<file path="src/rtl/seq_mult_pkg.sv">
// seq_mult_pkg: shared state/op encodings and default widths for the
// arbitrated Booth sequential multiplier.
package seq_mult_pkg;

    localparam int DEF_N    = 32;
    localparam int DEF_NREQ = 4;

    typedef enum logic [1:0] {
        IDLE = 2'd0,
        RUN  = 2'd1,
        DONE = 2'd2
    } state_e;

    // Booth recoding of {Q[0], q-1}
    typedef enum logic [1:0] {
        BOOTH_NOP0 = 2'b00,
        BOOTH_ADD  = 2'b01,
        BOOTH_SUB  = 2'b10,
        BOOTH_NOP1 = 2'b11
    } booth_op_e;

endpackage

</file>
<file path="src/rtl/booth_seq_core.sv">
// booth_seq_core: radix-2 Booth sequential multiplier datapath (A/Q/q-1 registers
// and one add/sub + arithmetic-shift step per cycle while step is high).
module booth_seq_core
    import seq_mult_pkg::*;
#(
    parameter int N = DEF_N
) (
    input  logic           clk,
    input  logic           reset,
    input  logic           load,
    input  logic [N-1:0]   a,
    input  logic [N-1:0]   b,
    input  logic           step,
    output logic [2*N-1:0] product
);

    // One guard bit on A and M so that A - M with M = -2^(N-1) cannot wrap.
    logic signed [N:0] acc_q, acc_d;
    logic signed [N:0] m_q, m_d;
    logic signed [N:0] sum;
    logic [N-1:0]      q_q, q_d;
    logic              qm1_q, qm1_d;
    booth_op_e         op;

    always_comb begin
        acc_d = acc_q;
        q_d   = q_q;
        qm1_d = qm1_q;
        m_d   = m_q;
        sum   = acc_q;
        op    = booth_op_e'({q_q[0], qm1_q});
        if (load) begin
            acc_d = '0;
            q_d   = b;
            qm1_d = 1'b0;
            m_d   = {a[N-1], a};
        end else if (step) begin
            case (op)
                BOOTH_ADD: sum = acc_q + m_q;
                BOOTH_SUB: sum = acc_q - m_q;
                default:   sum = acc_q;
            endcase
            {acc_d, q_d, qm1_d} = {sum[N], sum, q_q};
        end
    end

    always_ff @(posedge clk or negedge reset) begin
        if (!reset) begin
            acc_q <= '0;
            q_q   <= '0;
            qm1_q <= 1'b0;
        end else begin
            acc_q <= acc_d;
            q_q   <= q_d;
            qm1_q <= qm1_d;
        end
    end

    always_ff @(posedge clk) begin
        m_q <= m_d;
    end

    assign product = {acc_q[N-1:0], q_q};

endmodule

</file>
<file path="src/rtl/seq_mult_arbiter.sv">
// seq_mult_arbiter: shares one Booth sequential multiplier among NREQ requesters.
// Define SEQ_MULT_FIXED_PRIO_EN for fixed lowest-index priority instead of round-robin.
module seq_mult_arbiter
    import seq_mult_pkg::*;
#(
    parameter int N    = DEF_N,
    parameter int NREQ = DEF_NREQ,
    parameter int IDW  = $clog2(NREQ)
) (
    input  logic              clk,
    input  logic              reset,
    input  logic [NREQ-1:0]   req_valid,
    output logic [NREQ-1:0]   req_ready,
    input  logic [NREQ*N-1:0] req_a,
    input  logic [NREQ*N-1:0] req_b,
    output logic              rsp_valid,
    input  logic              rsp_ready,
    output logic [IDW-1:0]    rsp_id,
    output logic [2*N-1:0]    rsp_product,
    output logic              busy
);

    localparam int CNTW = $clog2(N + 1);

    state_e          state_q, state_d;
    logic [CNTW-1:0] cnt_q, cnt_d;
    logic [IDW-1:0]  id_q, id_d;
    logic            grant_found;
    logic [IDW-1:0]  grant_id;
    logic [NREQ-1:0] grant_oh;
    logic [N-1:0]    grant_a, grant_b;
    logic            core_load, core_step;
`ifndef SEQ_MULT_FIXED_PRIO_EN
    logic [IDW-1:0]  rr_ptr_q, rr_ptr_d;
`endif

`ifdef SEQ_MULT_FIXED_PRIO_EN
    always_comb begin
        grant_found = 1'b0;
        grant_id    = '0;
        for (int i = NREQ - 1; i >= 0; i--) begin
            if (req_valid[i]) begin
                grant_found = 1'b1;
                grant_id    = IDW'(i);
            end
        end
    end
`else
    // Scan downward so the last hit is the first requester at or after rr_ptr.
    always_comb begin
        int idx;
        grant_found = 1'b0;
        grant_id    = '0;
        idx         = 0;
        for (int k = NREQ - 1; k >= 0; k--) begin
            idx = int'(rr_ptr_q) + k;
            if (idx >= NREQ) idx = idx - NREQ;
            if (req_valid[idx]) begin
                grant_found = 1'b1;
                grant_id    = IDW'(idx);
            end
        end
    end
`endif

    assign grant_a = req_a[int'(grant_id)*N +: N];
    assign grant_b = req_b[int'(grant_id)*N +: N];

    always_comb begin
        state_d   = state_q;
        cnt_d     = cnt_q;
        id_d      = id_q;
        grant_oh  = '0;
        core_load = 1'b0;
        core_step = 1'b0;
`ifndef SEQ_MULT_FIXED_PRIO_EN
        rr_ptr_d  = rr_ptr_q;
`endif
        case (state_q)
            IDLE: begin
                if (grant_found) begin
                    grant_oh[grant_id] = 1'b1;
                    core_load          = 1'b1;
                    id_d               = grant_id;
                    cnt_d              = '0;
                    state_d            = RUN;
                end
            end
            RUN: begin
                core_step = 1'b1;
                cnt_d     = cnt_q + CNTW'(1);
                if (cnt_q == CNTW'(N - 1)) state_d = DONE;
            end
            DONE: begin
                if (rsp_ready) begin
                    state_d = IDLE;
`ifndef SEQ_MULT_FIXED_PRIO_EN
                    rr_ptr_d = (id_q == IDW'(NREQ - 1)) ? '0 : id_q + IDW'(1);
`endif
                end
            end
            default: state_d = IDLE;
        endcase
    end

    always_ff @(posedge clk or negedge reset) begin
        if (!reset) begin
            state_q  <= IDLE;
            cnt_q    <= '0;
            id_q     <= '0;
`ifndef SEQ_MULT_FIXED_PRIO_EN
            rr_ptr_q <= '0;
`endif
        end else begin
            state_q  <= state_d;
            cnt_q    <= cnt_d;
            id_q     <= id_d;
`ifndef SEQ_MULT_FIXED_PRIO_EN
            rr_ptr_q <= rr_ptr_d;
`endif
        end
    end

    booth_seq_core #(.N(N)) u_core (
        .clk     (clk),
        .reset   (reset),
        .load    (core_load),
        .a       (grant_a),
        .b       (grant_b),
        .step    (core_step),
        .product (rsp_product)
    );

    // Gate with reset so no grant is visible while reset is held.
    assign req_ready = grant_oh & {NREQ{reset}};
    assign rsp_valid = (state_q == DONE);
    assign rsp_id    = id_q;
    assign busy      = (state_q != IDLE);

endmodule

</file>
<file path="config.mk">
export PLATFORM = sky130hd
export DESIGN_NAME = seq_mult_arbiter
export DESIGN_NICKNAME = d
export VERILOG_FILES = /design/src/rtl/seq_mult_pkg.sv /design/src/rtl/booth_seq_core.sv /design/src/rtl/seq_mult_arbiter.sv
export SDC_FILE = /design/constraint.sdc
export NUM_CORES = 1
export LEC_CHECK = 0
export CELL_PAD_IN_SITES_DETAIL_PLACEMENT = 2
export CELL_PAD_IN_SITES_GLOBAL_PLACEMENT = 2
export CORE_UTILIZATION = 25
export CTS_BUF_LIST = sky130_fd_sc_hd__clkbuf_2
export DETAILED_ROUTE_END_ITERATION = 8
export GPL_TIMING_DRIVEN = 0
export PLACE_DENSITY_LB_ADDON = 0.1
export SLEW_MARGIN = 20
export SYNTH_ARGS = -nofsm -noshare
export SYNTH_HDL_FRONTEND = slang
export SYNTH_HIERARCHICAL = 1
export SYNTH_SLANG_ARGS = --single-unit
</file>
<file path="constraint.sdc">
create_clock -name clk -period 5.69 [get_ports clk]
set_input_delay 0.8535 -clock clk [delete_from_list [all_inputs] [get_ports clk]]
set_output_delay 0.8535 -clock clk [all_outputs]
set_load 0.03 [all_outputs]
</file>
# Word-level counts from Yosys, hierarchy flattened
# Index checks and enable logic that the tools add are counted.
[totals]
reg_bits = 110
inputBits = 263
output_inout_bits = 72
word_cells = 95
[op_classes]
add_sub_neg = 11
magnitude_cmp = 10
eq_ne = 9
shifts = 2
mux = 45
bitwise_logic = 1
reduce_logical = 9
[op_table]
columns = ["op", "count"]
rows = [
  ["128-bit by 8-bit indexed part select with 32-bit output", 2],
  ["32-bit two-way mux", 6],
  ["32-bit by 4-bit less-than comparator with 1-bit output (second input constant)", 4],
  ["33-bit two-way mux", 2],
  ["33-bit one-hot mux with 2 select lines", 1],
  ["33-bit by 32-bit adder with 33-bit output", 1],
  ["33-bit by 32-bit subtractor with 33-bit output", 1],
  ["1-bit two-way mux", 18],
  ["2-bit two-way mux", 8],
  ["6-bit one-hot mux with 2 select lines", 1],
  ["3-bit by 3-bit subtractor with 4-bit output (second input constant)", 3],
  ["3-bit greater-or-equal comparator (second input constant)", 3],
  ["1-bit binary-select mux with 2-bit select", 4],
  ["4-bit two-way mux", 2],
  ["2-bit by 2-bit adder with 3-bit output (second input constant)", 2],
  ["6-bit by 1-bit adder with 6-bit output (second input constant)", 1],
  ["2-bit == test (second input constant)", 3],
  ["6-bit by 5-bit == test with 1-bit output (second input constant)", 1],
  ["6-bit two-way mux", 1],
  ["2-bit one-hot mux with 3 select lines", 1],
  ["2-bit AND reduction", 3],
  ["2-bit nonzero test", 3],
  ["4-bit bitwise AND", 1],
  ["2-bit by 1-bit == test with 1-bit output (second input constant)", 2],
  ["12 further kinds", 13],
]

# Depth between registers and ports, before layout
# Gate-level depths: netlist of run 1.
[logic_depth]
depth_word = 17
ltp_mapped = 17
depth_no_buf = 16

# By module
# The synthesis of run 1 kept the hierarchy.
[by_module_without_submodules]
columns = ["module", "n_inst", "cells_each", "area_per_inst_um2", "seq_area_each_um2"]
rows = [
  ["booth_seq_core", 1, 732, 6633.9, 2587.5],
  ["seq_mult_arbiter", 1, 285, 2910.3, 300.3],
]

# Worst setup path before layout of run 1
# Ideal clock, no wire load.
[synth_path]
path_kind = "input to output"
start = "input port req_valid[2]"
end = "output port req_ready[0]"
arrival_ns = 3.187
required_time_ns = 4.837
slack_ns = 1.649
path_stages = 4
n_path_buf = 0
cell_sequence = "nor4_1 > nor2_1 > nand3_1 > nor2_1"
[synth_between]
elab_chain_len = 14
elab_cells_between_ends = 28
cone_classes = "order compare: 2; mux: 24; bitwise: 1; reduce/logical: 1"
[synth_lines]
columns = ["element", "line", "text"]
rows = [
  ["start: declaration", "seq_mult_arbiter.sv:12", "input logic [NREQ-1:0] req_valid,"],
  ["1-bit binary-select mux with 2-bit select", "seq_mult_arbiter.sv:58", "if (req_valid[idx]) begin"],
  ["1-bit two-way mux (not written as such) (2 in series)", "seq_mult_arbiter.sv:58", ""],
  ["2-bit two-way mux (4 in series)", "seq_mult_arbiter.sv:58", ""],
  ["2-bit by 3-bit less-than comparator with 1-bit output (not written as such) or 2-bit by 1-bit greater-or-equal comparator with 1-bit output (tied branches)", "seq_mult_arbiter.sv:82", "grant_oh[grant_id] = 1'b1;"],
  ["1-bit logical AND (not written as such)", "seq_mult_arbiter.sv:82", ""],
  ["1-bit two-way mux (not written as such)", "seq_mult_arbiter.sv:82", ""],
  ["1-bit demux with 2-bit select", "seq_mult_arbiter.sv:82", ""],
  ["4-bit two-way mux *", "seq_mult_arbiter.sv:81", "if (grant_found) begin"],
  ["4-bit two-way mux *", "seq_mult_arbiter.sv:79", "case (state_q)"],
  ["4-bit bitwise AND *", "seq_mult_arbiter.sv:135", "assign req_ready = grant_oh & {NREQ{reset}};"],
  ["end: declaration", "seq_mult_arbiter.sv:13", "output logic [NREQ-1:0] req_ready,"],
]
# Mark *: on every way between the ends. The rest lies on a longest branch, timed or not. The select of a mux whose other input is x is not followed.

# Worst setup path in the final report of run 1
[layout_path]
start = "register u_core.m_q[3]"
end = "register u_core.acc_q[31]"
[layout_between]
elab_chain_len = 4
elab_cells_between_ends = 5
cone_classes = "add/sub: 2; mux: 3"
[layout_lines]
columns = ["element", "line", "text"]
rows = [
  ["start: declaration", "booth_seq_core.sv:19", "logic signed [N:0] m_q, m_d;"],
  ["start signal: assignment", "booth_seq_core.sv:60", "m_q <= m_d;"],
  ["33-bit by 32-bit subtractor with 33-bit output or 33-bit by 32-bit adder with 33-bit output (tied branches)", "booth_seq_core.sv:40, booth_seq_core.sv:39", ""],
  ["33-bit one-hot mux with 2 select lines *", "booth_seq_core.sv:38", "case (op)"],
  ["33-bit two-way mux *", "booth_seq_core.sv:37", "end else if (step) begin"],
  ["33-bit two-way mux *", "booth_seq_core.sv:32", "if (load) begin"],
  ["end signal: assignment", "booth_seq_core.sv:49", "acc_q <= '0;"],
  ["end signal: assignment", "booth_seq_core.sv:53", "acc_q <= acc_d;"],
  ["end: declaration", "booth_seq_core.sv:18", "logic signed [N:0] acc_q, acc_d;"],
]
# Marked as above.
# A chain may end at the register's enable or synchronous reset.

==> results of run 1 <==
[logic make-up (layout without fill, tap and decap cells)]
| family | count (synthesis) | after routing | synth area share |
|---|---|---|---|
| AND/OR/NAND/NOR | 261 | 261 | 0.131 |
| multiplexers | 240 | 240 | 0.252 |
| AO/OA/AOI/OAI | 236 | 236 | 0.164 |
| flip-flops | 109 | 109 | 0.303 |
| buffers and inverters | 88 | 441 | 0.0586 |
| XOR/XNOR | 46 | 46 | 0.0422 |
| adder cells (fa/ha/maj) | 37 | 37 | 0.0493 |
| other | 0 | 1 | 0 |
[state kept, by name, summed over array words and instances (netlist names)]
signal	cells
cnt_q	6
rr_ptr_q	2
rsp_id	2
state_q	2
u_core/acc_q	32
u_core/m_q	32
u_core/q_q	32
u_core/qm1_q	1
[power groups by stage]
| stage | Sequential (mW) | Combinational, mW | Clock, mW |
|---|---|---|---|
| finish | 1.49 | 5.64 | 0.435 |
| floorplan | 1.84 | 3.29 | 0 |
| CTS | 1.50 | 5.69 | 0.459 |
| detailed placement | 1.51 | 5.67 | 0 |
| global placement | 1.51 | 5.53 | 0 |
| global route | 1.54 | 6.16 | 0.479 |
[Yosys cell counts, types with 7 or more instances]
master / count
mux2i_1: 236
nand2_1: 88
nor2_1: 78
dfrtp_1: 77
a21oi_1: 53
o21ai_0: 51
xnor2_1: 40
ha_1: 36
edfxtp_1: 32
clkbuf_1: 29
a21o_1: 25
inv_1: 24
nor3_1: 16
a211oi_1: 15
nand3_1: 12
buf_12: 11
a31oi_1: 10
buf_1: 10
nor2b_1: 10
a311oi_1: 8
and3_1: 8
nand4_1: 8
o22ai_1: 8
nand2b_1: 7
o211ai_1: 7
[critical path: cells and delay by family, from the launching register on]
| family | cells | cell delay (ns) |
|---|---|---|
| AOI/OAI and AO/OA | 5 | 1.46 |
| xor gates and xnor gates | 1 | 0.19 |
| adders and majority gates | 1 | 0.29 |
| buffers and inverters | 1 | 0.31 |
| DFF | 1 | 0.54 |
| and+or+nand+nor | 8 | 2.04 |
[metal layers]
| layer | vias to the layer above | global-route usage | part of all wire |
|---|---|---|---|
| li1 | 4454 | - | - |
| met1 | 4712 | 0.282 | 0.44 |
| met2 | 192 | 0.415 | 0.52 |
| met3 | 21 | 0.0318 | 0.036 |
| met4 | 2 | 0.0347 | 0.0070 |
| met5 | - | 0 | 0.00030 |
[layout make-up]
cell class,instances,area [µm²]
fill,4194,23900
multi-input combinational,820,6100
timing repair buffer,337,3400
sequential,109,2890
tap,511,639
buffer,62,462
inverter,26,97.6
clock inverter,6,80.1
clock buffer,10,50.0
antenna,1,2.50
[placed cells by master (no fill, tap or decap), types with 5 or more instances in the layout]
cell               n
o21a_1             6
mux2i_1          236
nand2_1           88
clkbuf_1          29
edfxtp_1          32
or4_1              5
a21oi_1           53
ha_1              36
xnor2_1           40
dfrtp_1           77
nand2b_1           7
and3_1             8
o21ai_0           51
a311oi_1           8
nor3_1            16
a21o_1            25
clkdlybuf4s50_1  333
a211oi_1          15
o22ai_1            8
nand3_1           12
buf_1             10
buf_12            12
o211ai_1           7
nand4_1            8
clkbuf_2          10
nor2b_1           10
a31oi_1           10
and2_1             5
nor2_1            77
nor4_1             6
o21ai_1            6
xor2_1             6
inv_1             24
o21bai_1           6
[final timing paths]
check,startpoint,end
setup / recovery,u_core/m_q[3]$_DFFE_PP_,u_core/acc_q[31]$_DFFE_PN0P_
hold / removal,reset,u_core/acc_q[27]$_DFFE_PN0P_
setup reg to reg,u_core/m_q[3]$_DFFE_PP_,u_core/acc_q[31]$_DFFE_PN0P_
hold reg to reg,cnt_q[4]$_DFFE_PN0P_,cnt_q[4]$_DFFE_PN0P_
max in group asynchronous,reset,u_core/q_q[9]$_DFFE_PN0P_
min in group clk,cnt_q[4]$_DFFE_PN0P_,cnt_q[4]$_DFFE_PN0P_
[through the flow]
step           setup WS (ns)  hold slack (ns)  instance area, µm²  setup TNS [ns]  total power, mW
2_1_floorplan           1.65            0.460                9540               0             5.13
3_3_place_gp           -1.11            0.489               13500           -5.71             7.04
3_5_place_dp           0.727            0.507               13600               0             7.18
4_1_cts                0.717            0.370               13700               0             7.65
5_1_grt                0.336            0.411               13700               0             8.18
6_report               0.760            0.478               13700               0             7.56
==> impl_results.md, run 1 <==
* Cell area after synthesis at 9540 µm²
* Worst vdd ir at roughly 0.14 mV
* Avg WL per Cell at 23.4 µm
* Post-route minimum period at between 4 and 5 ns
* Worst-path clk slew at 0.36 ns
* Non-Filler Instances at 1,882
* Cell taking the most area after synthesis: mux2i_1
* Via count of the first global-routing pass at 10,500
* Startpoint Class: flip-flop
* Num CTS Buffers at 9
* Root Driver: clkbuf_2
* CP max-delay cell: or4_1
* Via count at 9,381
* Max_slew headroom at 0.235
* Switching Share at 0.528
* Max Slew Vio Count at 0
* Sequential area share after synthesis at 0.303
* Seq pwr share at 0.197
* CTS hold repair buffers at 1
* Maximum capacitance violations at 0
* Port-buffer cells at 334
* Share of layout cells above drive strength 1 at 0.0489
* Worst slew pin tran at roughly 1.1 ns
* Hold Crit Class: in -> async
* Global-route wire length before repair at 65.6 mm
* Critical Path Max Stage Delay at 0.57 ns
* Height of the die at around 200 µm
* # IOs at 335
* Status: complete, no violations
* Initial antenna violation count at 2
* # resized after CTS at 0
* Clock share of power at 0.057
* Main synth FF type: dfrtp_1
* R2R Setup Slk at 0.76 ns
* CTS sink cnt at approximately 110
* Initial Util at 0.254
* Synth Register Bits at 109
* RePlAce Congestion at 0.826
* Switching pwr at between 3 and 4 mW
* Asr flop ratio synth at 0.706
* Total grt overflow at 0
* WP data arrival at 5.55 ns
* First DRT Iteration DRCs at 396
* Post-route clock skew at ~0.055 ns
* H-tree Lvls at 3
* # DRC at 0
* Antenna-violating nets left at 0
* Leakage Power at just over 6 nW
* Synth-to-layout area growth at 43.8%
* Fin. Hold Viols at 0
* Core area at ~38,000 µm²
* Internal power at 3.57 mW
* Largest net degree at the start of global routing at 65
* Syn Area/Cell at approximately 9.4 µm²
* CP endpoint kind: flip-flop
* Die W at 197 µm
* Final core utilization at 0.365
* Clk buf depth at 2
* Final nets at 1,665
* First-pass DRT Iterations at 4
* GR Util All Layers at 0.226
* YS warnings at 6
* TritonCTS clock tree: built
* Synth top area cells: mux2i_1 (25%), dfrtp_1 (20%), edfxtp_1 (10%), ha_1 (4.7%), xnor2_1 (3.7%)
* FP Rows at 71
* Combinational share of power at 0.746
* Yosys cell types at 76
* Final period utilization at 0.866
* Syn Nets at 1,317
* WP data required at 6.31 ns
* Clk_lat worst skew at 0.71 ns
* F_max at 203 MHz
* Worst-case reg-to-reg path depth at 16
* Die area at roughly 39,000 µm²
* Critical path type: reg -> reg
* Dpl hpwl at 36.6 mm
* EDFF count, synth at 32
* RSZ-0062 raised after global routing: no
* Pwr per Cell Area at roughly 550 nW/µm²
* Setup Fix Bufs, Post-CTS at 0
* Syn Inst Count at roughly 1,000
* Crit path max fanout at 9
* Detailed Route WL at 44.0 mm
* Final setup fails at 0
* Critical path, cell by cell: or4_1, nor4_2, nand2_1, nor4_1, nor2_1, xnor2_1, ha_1, clkbuf_1, nand4_1, o22ai_1, nor2_1, o21ai_0, o21ai_1, a21oi_1, o311a_1, nand4_1
* Top cell type's share of synthesized area at 0.248
* Via/cell ratio at ~5
* DP Cell Count at 1,864
Power figures use the tool's default switching activity.
==> run 2: changes to the inputs <==
--- a/config.mk
+++ b/config.mk
@@ -7,11 +7,12 @@
 export LEC_CHECK = 0
 export CELL_PAD_IN_SITES_DETAIL_PLACEMENT = 2
 export CELL_PAD_IN_SITES_GLOBAL_PLACEMENT = 2
+export CORE_ASPECT_RATIO = 1.75
 export CORE_UTILIZATION = 25
-export CTS_BUF_LIST = sky130_fd_sc_hd__clkbuf_2
+export CTS_BUF_LIST = sky130_fd_sc_hd__clkbuf_8
 export DETAILED_ROUTE_END_ITERATION = 8
 export GPL_TIMING_DRIVEN = 0
-export PLACE_DENSITY_LB_ADDON = 0.1
+export PLACE_DENSITY_LB_ADDON = 0.15
 export SLEW_MARGIN = 20
 export SYNTH_ARGS = -nofsm -noshare
 export SYNTH_HDL_FRONTEND = slang
==> run 2 against run 1 <==
Compared with the run above: clock skew decreased by 0.030 ns; maximum frequency decreased by 0.55%; sequential power about the same; critical path depth unchanged; core utilization about the same; non-clock buffer count decreased by 1; combinational power increased by 0.7%; global-route usage increased by 0.85 points; first-iteration DRC count decreased by 48%; wire length increased by 2.5%; final area increased by 0.18%; setup slack got worse by 0.027 ns.
==> impl_results.md, run 2 (same netlist as run 1, synthesis figures left out) <==
* Status: complete, no violations
* # resized after CTS at 0
* Worst R2R Start: u_core/m_q[4]$_DFFE_PP_
* Global-route wire length before repair at 66.4 mm
* Die area at 39,000 µm²
* Seq pwr share at 0.193
* First-pass DRT Iterations at 6
* Port-buffer cells at around 330
* WP data arrival at between 5 and 6 ns
* Startpoint Class: flip-flop
* Num CTS Buffers at 9
* CP endpoint kind: flip-flop
* Worst vdd ir at around 0.16 mV
* Leakage Power at approximately 6 nW
* Final period utilization at 0.871
* Clock share of power at 0.070
* Worst Setup SP: u_core/m_q[4]$_DFFE_PP_
* Clk buf depth at 2
* Critical path type: reg -> reg
* Fill cells at approximately 4,300
* Via count at 9,512
* Critical Path Stages at 16
* Maximum capacitance violations at 0
* Post-route minimum period at between 4 and 5 ns
* CP max-delay cell: or4_1
* H-tree Lvls at 3
* Most frequent cells in the layout: clkdlybuf4s50_1 (333), mux2i_1 (236), nand2_1 (88)
* GR Util All Layers at 0.234
* Share of layout cells above drive strength 1 at 0.0489
* CTS hold repair buffers at 0
* RSZ-0062 raised after global routing: no
* Via/cell ratio at 5.14
* CTS sink cnt at about 110
* Setup Fix Bufs, Post-CTS at 0
* Final nets at 1,664
* Core area at between 30,000 and 40,000 µm²
* # IOs at 335
* Hold Crit Class: in -> async
* Root Driver: clkbuf_8
* Crit path max fanout at 9
* First DRT Iteration DRCs at 205
* Initial antenna violation count at 3
* Worst-case reg-to-reg path depth at 16
* Pwr per Cell Area at 560 nW/µm²
* Clk_lat worst skew at 0.44 ns
* Switching Share at 0.524
* Final setup fails at 0
* Dpl ws at 0.691 ns
* Height of the die at 260 µm
* Worst setup margin at 0.733 ns
* Top Registers: u_core/acc_q x32, u_core/m_q x32, u_core/q_q x32
* Internal power at 3.67 mW
* Initial Util at 0.254
* Detailed Route WL at 45.1 mm
* Fin. Hold Viols at 0
* Switching pwr at a little over 4 mW
* Post-route clock skew at 0.0242 ns
* Synth-to-layout area growth at 44.1%
* WP data required at approximately 6 ns
* WP buf/inv at 1
* # DRC at 0
* Worst path top cell family by delay: simple AND/OR/NAND/NOR gates
* RePlAce Congestion at 0.834
* FP Rows at 94
* Worst slew pin tran at 0.994 ns
* Avg WL per Cell at 24.3 µm
* Final core utilization at 0.365
* Max Slew Vio Count at 0
* Max_slew headroom at 0.338
* Critical path, cell by cell: or4_1, nor4_2, nand2_1, nor4_1, nor2_1, xnor2_1, ha_1, clkbuf_1, nand4_1, o22ai_1, nor2_1, o21ai_0, o21ai_1, a21oi_1, o311a_1, nand4_1
* F_max at 202 MHz
* Total grt overflow at 0
* Multi-input gate area at 6100 µm²
* Antenna-violating nets left at 0
* FF+latch area at around 2900 µm²
* Dpl hpwl at 37.7 mm
* Die W at 150 µm
* Commonest non-fill, non-tap cell in the layout: clkdlybuf4s50_1
* Critical Path Max Stage Delay at around 0.58 ns
* Combinational share of power at 0.737
* Worst-path clk slew at 0.13 ns
* TritonCTS clock tree: built
* Via count of the first global-routing pass at 10,900
* Largest net degree at the start of global routing at just under 70
## run 2: worst paths after layout
| check | slack [ns] | end |
|---|---|---|
| worst min register to register | 0.53 | cnt_q[3]$_DFFE_PN0P_ |
| max in group asynchronous | 4.86 | u_core/acc_q[8]$_DFFE_PN0P_ |
| worst max-delay path | 0.73 | u_core/acc_q[31]$_DFFE_PN0P_ |
| min in group clk | 0.53 | cnt_q[3]$_DFFE_PN0P_ |
| worst min-delay path | 0.21 | rr_ptr_q[0]$_DFFE_PN0P_ |
| worst max register to register | 0.73 | u_core/acc_q[31]$_DFFE_PN0P_ |
## run 2: per-layer routing
layer	routed length [µm]	track usage	share of wire	vias to the layer above
met5	0	0	0	-
met2	26400	0.479	0.59	281
met3	1980	0.0451	0.044	82
met1	14600	0.213	0.32	4704
li1	-	-	-	4445
met4	2000	0.112	0.044	0
## run 2: worst register-to-register path, cell delays in order (launching register included)
cell	delay, ns
edfxtp_1	0.45
or4_1	0.58
nor4_2	0.55
nand2_1	0.16
nor4_1	0.21
nor2_1	0.09
xnor2_1	0.21
ha_1	0.30
clkbuf_1	0.32
nand4_1	0.21
o22ai_1	0.41
nor2_1	0.08
o21ai_0	0.36
o21ai_1	0.18
a21oi_1	0.43
o311a_1	0.23
nand4_1	0.09
## run 2: power by group through the flow
stage	sequential, mW	combinational [mW]	clock (mW)
4_1_cts	1.51	5.73	0.558
3_5_place_dp	1.52	5.71	0
6_report	1.49	5.68	0.540
2_1_floorplan	1.84	3.29	0
3_3_place_gp	1.52	5.56	0
5_1_grt	1.54	6.17	0.581
## run 2: layout make-up
type                    instances  share of cell area
multi-input cells             820               0.444
repair buffers                336               0.247
flip-flops and latches        109               0.210
well taps                     480              0.0437
plain buffers                  62              0.0336
clock buffers                   9             0.00901
inverters                      26             0.00710
clock inverters                 7             0.00546
diodes                          3            0.000546
## run 2: metrics by stage
| stage | TNS, ns | instances | total power [mW] | instance area, µm² | hold slack, ns |
|---|---|---|---|---|---|
| after floorplan | 0 | 1017 | 5.13 | 9540 | 0.460 |
| after global routing | 0 | 1852 | 8.29 | 13800 | 0.178 |
| after global placement | -13.47 | 1831 | 7.07 | 13500 | 0.500 |
| after CTS | 0 | 1849 | 7.80 | 13700 | 0.179 |
| final | 0 | 1852 | 7.71 | 13800 | 0.206 |
| after detailed placement | 0 | 1833 | 7.23 | 13500 | 0.512 |
==> run 3: changes to the inputs <==
--- a/config.mk
+++ b/config.mk
@@ -8,6 +8,7 @@
 export CELL_PAD_IN_SITES_DETAIL_PLACEMENT = 2
 export CELL_PAD_IN_SITES_GLOBAL_PLACEMENT = 2
 export CORE_ASPECT_RATIO = 1.75
+export CORE_MARGIN = 5
 export CORE_UTILIZATION = 25
 export CTS_BUF_LIST = sky130_fd_sc_hd__clkbuf_8
 export DETAILED_ROUTE_END_ITERATION = 8
@@ -18,3 +19,4 @@
 export SYNTH_HDL_FRONTEND = slang
 export SYNTH_HIERARCHICAL = 1
 export SYNTH_SLANG_ARGS = --single-unit
+export TNS_END_PERCENT = 10
==> run 3 against run 2 <==
Compared with the run above: sequential power hardly changed; via count shrank 0.29%; final area grew 0.32%; combinational power barely moved; cell count shrank 0.11%; non-clock buffer count is the same; sequential share of layout area down 0.067 points; total power is 1.2% higher; first-iteration DRC count shrank 11%; largest cell class unchanged; setup slack got worse by 0.11 ns; wire length grew 3.6%; register-to-register slack got worse by 0.11 ns.
==> impl_results.md, run 3 (same netlist as run 1, synthesis figures left out) <==
* Height of the die at 268 µm
* Largest net degree at the start of global routing at 41
* Max Slew Vio Count at 0
* Via/cell ratio at 5.13
* Via count of the first global-routing pass at 10,800
* GR Util All Layers at 0.217
* First-pass DRT Iterations at 4
* RSZ-0062 raised after global routing: no
* Clock share of power at 0.081
* Most frequent cells in the layout: clkdlybuf4s50_1 (333), mux2i_1 (236), nand2_1 (88)
* Worst R2R Start: u_core/m_q[5]$_DFFE_PP_
* Synth-to-layout area growth at 44.5%
* Die area at 42,300 µm²
* CP endpoint kind: flip-flop
* Status: complete, no violations
* Internal power at 3.77 mW
* Final nets at 1,664
* Share of layout cells above drive strength 1 at 0.0482
* Fin. Hold Viols at 0
* Die W at ~160 µm
* Leakage Power at 6.12 nW
* Global-route wire length before repair at 67.9 mm
* Hold Crit Class: in -> async
* Critical path type: reg -> reg
* Final period utilization at 0.891
* Non-Filler Instances at 1,850
* Placed inst area at 13,500 µm²
* Seq pwr share at 0.192
* Critical path, cell by cell: or4_1, nor4_2, nand2_1, nor4_1, nor2_1, xnor2_1, ha_1, clkbuf_1, nand4_1, o22ai_1, nor2_1, o21ai_0, o21ai_1, a21oi_1, o311a_1, nand4_1
* DP Cell Count at 1,833
* Avg WL per Cell at around 25 µm
* Startpoint Class: flip-flop
* Post-route clock skew at 0.0172 ns
* Via count at approximately 9,500
* Switching pwr at 4.03 mW
* Dpl hpwl at 39.4 mm
* H-tree Lvls at 3
* Clk buf depth at 2
* Post-route minimum period at 5.07 ns
* Worst vdd ir at roughly 0.16 mV
* CP max-delay cell: or4_1
* Setup Fix Bufs, Post-CTS at 0
* Port-buffer cells at 334
* WP data required at 6.01 ns
* CTS hold repair buffers at 0
* # resized after CTS at 0
* Antenna-violating nets left at 0
* # IOs at around 340
* Critical Path Max Stage Delay at 0.61 ns
* WP data arrival at approximately 5.4 ns
* Design area at ~14,000 µm²
* Worst Setup SP: u_core/m_q[5]$_DFFE_PP_
* # DRC at 0
* First DRT Iteration DRCs at 183
* Clk_lat worst skew at 0.44 ns
* Initial antenna violation count at 2
* F_max at 197 MHz
* Worst-path clk slew at 0.12 ns
* Top Registers: u_core/acc_q x32, u_core/m_q x32, u_core/q_q x32
* Num CTS Buffers at 9
* Initial Util at 0.254
* Switching Share at 0.516
* Combinational share of power at 0.727
* Max_slew headroom at 0.258
* Fill cells at 4,253
* Crit path max fanout at 9
* CTS sink cnt at between 100 and 150
* Commonest non-fill, non-tap cell in the layout: clkdlybuf4s50_1
* RePlAce Congestion at around 0.86
* TritonCTS clock tree: built
* Pwr per Cell Area at 565 nW/µm²
* Final setup fails at 0
* Total grt overflow at 0
* FP Rows at 94
* Worst slew pin tran at approximately 1.1 ns
* Maximum capacitance violations at 0
* Detailed Route WL at 46.7 mm
* Hold Slack at 0.309 ns
* Core area at 37,600 µm²
* Root Driver: clkbuf_8
-- run 3: changes by cell type in the layout (fill, tap and decap cells not counted) --
cell and delta:
diode_2 -2, clkinvlp_4 +1, inv_1 +1, clkbuf_8 +1, bufinv_16 +2, clkinv_2 -2
clkinv_4 -3
-- run 3: power groups by stage --
stage	sequential (mW)	clock (mW)	combinational, mW
2_1_floorplan	1.84	0	3.29
3_3_place_gp	1.52	0	5.57
3_5_place_dp	1.53	0	5.69
4_1_cts	1.52	0.659	5.72
5_1_grt	1.55	0.678	6.15
6_report	1.50	0.629	5.67
-- run 3: routing by layer --
| layer | track usage | routed length [µm] | vias up |
|---|---|---|---|
| li1 | - | - | 4460 |
| met1 | 0.197 | 15200 | 4750 |
| met2 | 0.462 | 28300 | 230 |
| met3 | 0.0496 | 2240 | 44 |
| met4 | 0.0533 | 965 | 0 |
| met5 | 0 | 0 | - |
-- run 3: worst max-delay path, delay by kind of cell, from the launching register on --
| family | cells | cell delay [ns] |
|---|---|---|
| buffers and inverters | 1 | 0.34 |
| AOI/OAI and AO/OA | 5 | 1.65 |
| adders and majority gates | 1 | 0.29 |
| xor gates and xnor gates | 1 | 0.20 |
| DFF | 1 | 0.45 |
| and+or+nand+nor | 8 | 2.02 |
-- run 3: final cells by class --
| type | instances | area, µm² | area share |
|---|---|---|---|
| diodes | 1 | 2.50 | 0.000181 |
| repair buffers | 336 | 3390 | 0.246 |
| clock inverters | 6 | 110 | 0.00798 |
| multi-input cells | 820 | 6100 | 0.443 |
| flip-flops and latches | 109 | 2890 | 0.209 |
| well taps | 480 | 601 | 0.0435 |
| clock buffers | 10 | 138 | 0.00998 |
| inverters | 26 | 97.6 | 0.00707 |
| plain buffers | 62 | 462 | 0.0335 |
-- run 3: path summary, 6_finish.rpt --
kind                                                      to  slack [ns]  depth (start not counted)
min in group clk                        cnt_q[3]$_DFFE_PN0P_        0.53                          1
worst min register to register          cnt_q[3]$_DFFE_PN0P_        0.53                          1
max in group asynchronous       u_core/acc_q[22]$_DFFE_PN0P_        4.77                          2
worst min-delay path                   rsp_id[1]$_DFFE_PN0P_        0.31                          1
worst max-delay path            u_core/acc_q[31]$_DFFE_PN0P_        0.62                         16
worst max register to register  u_core/acc_q[31]$_DFFE_PN0P_        0.62                         16
-- run 3: per-stage QoR --
step | worst slack [ns] | TNS [ns] | power [mW] | util
after global routing | 0.201 | 0 | 8.38 | 0.367
after detailed placement | 0.661 | 0 | 7.22 | 0.360
final | 0.618 | 0 | 7.80 | 0.367
after global placement | -0.929 | -16.35 | 7.09 | 0.358
after floorplan | 1.65 | 0 | 5.13 | -
after CTS | 0.611 | 0 | 7.90 | 0.366
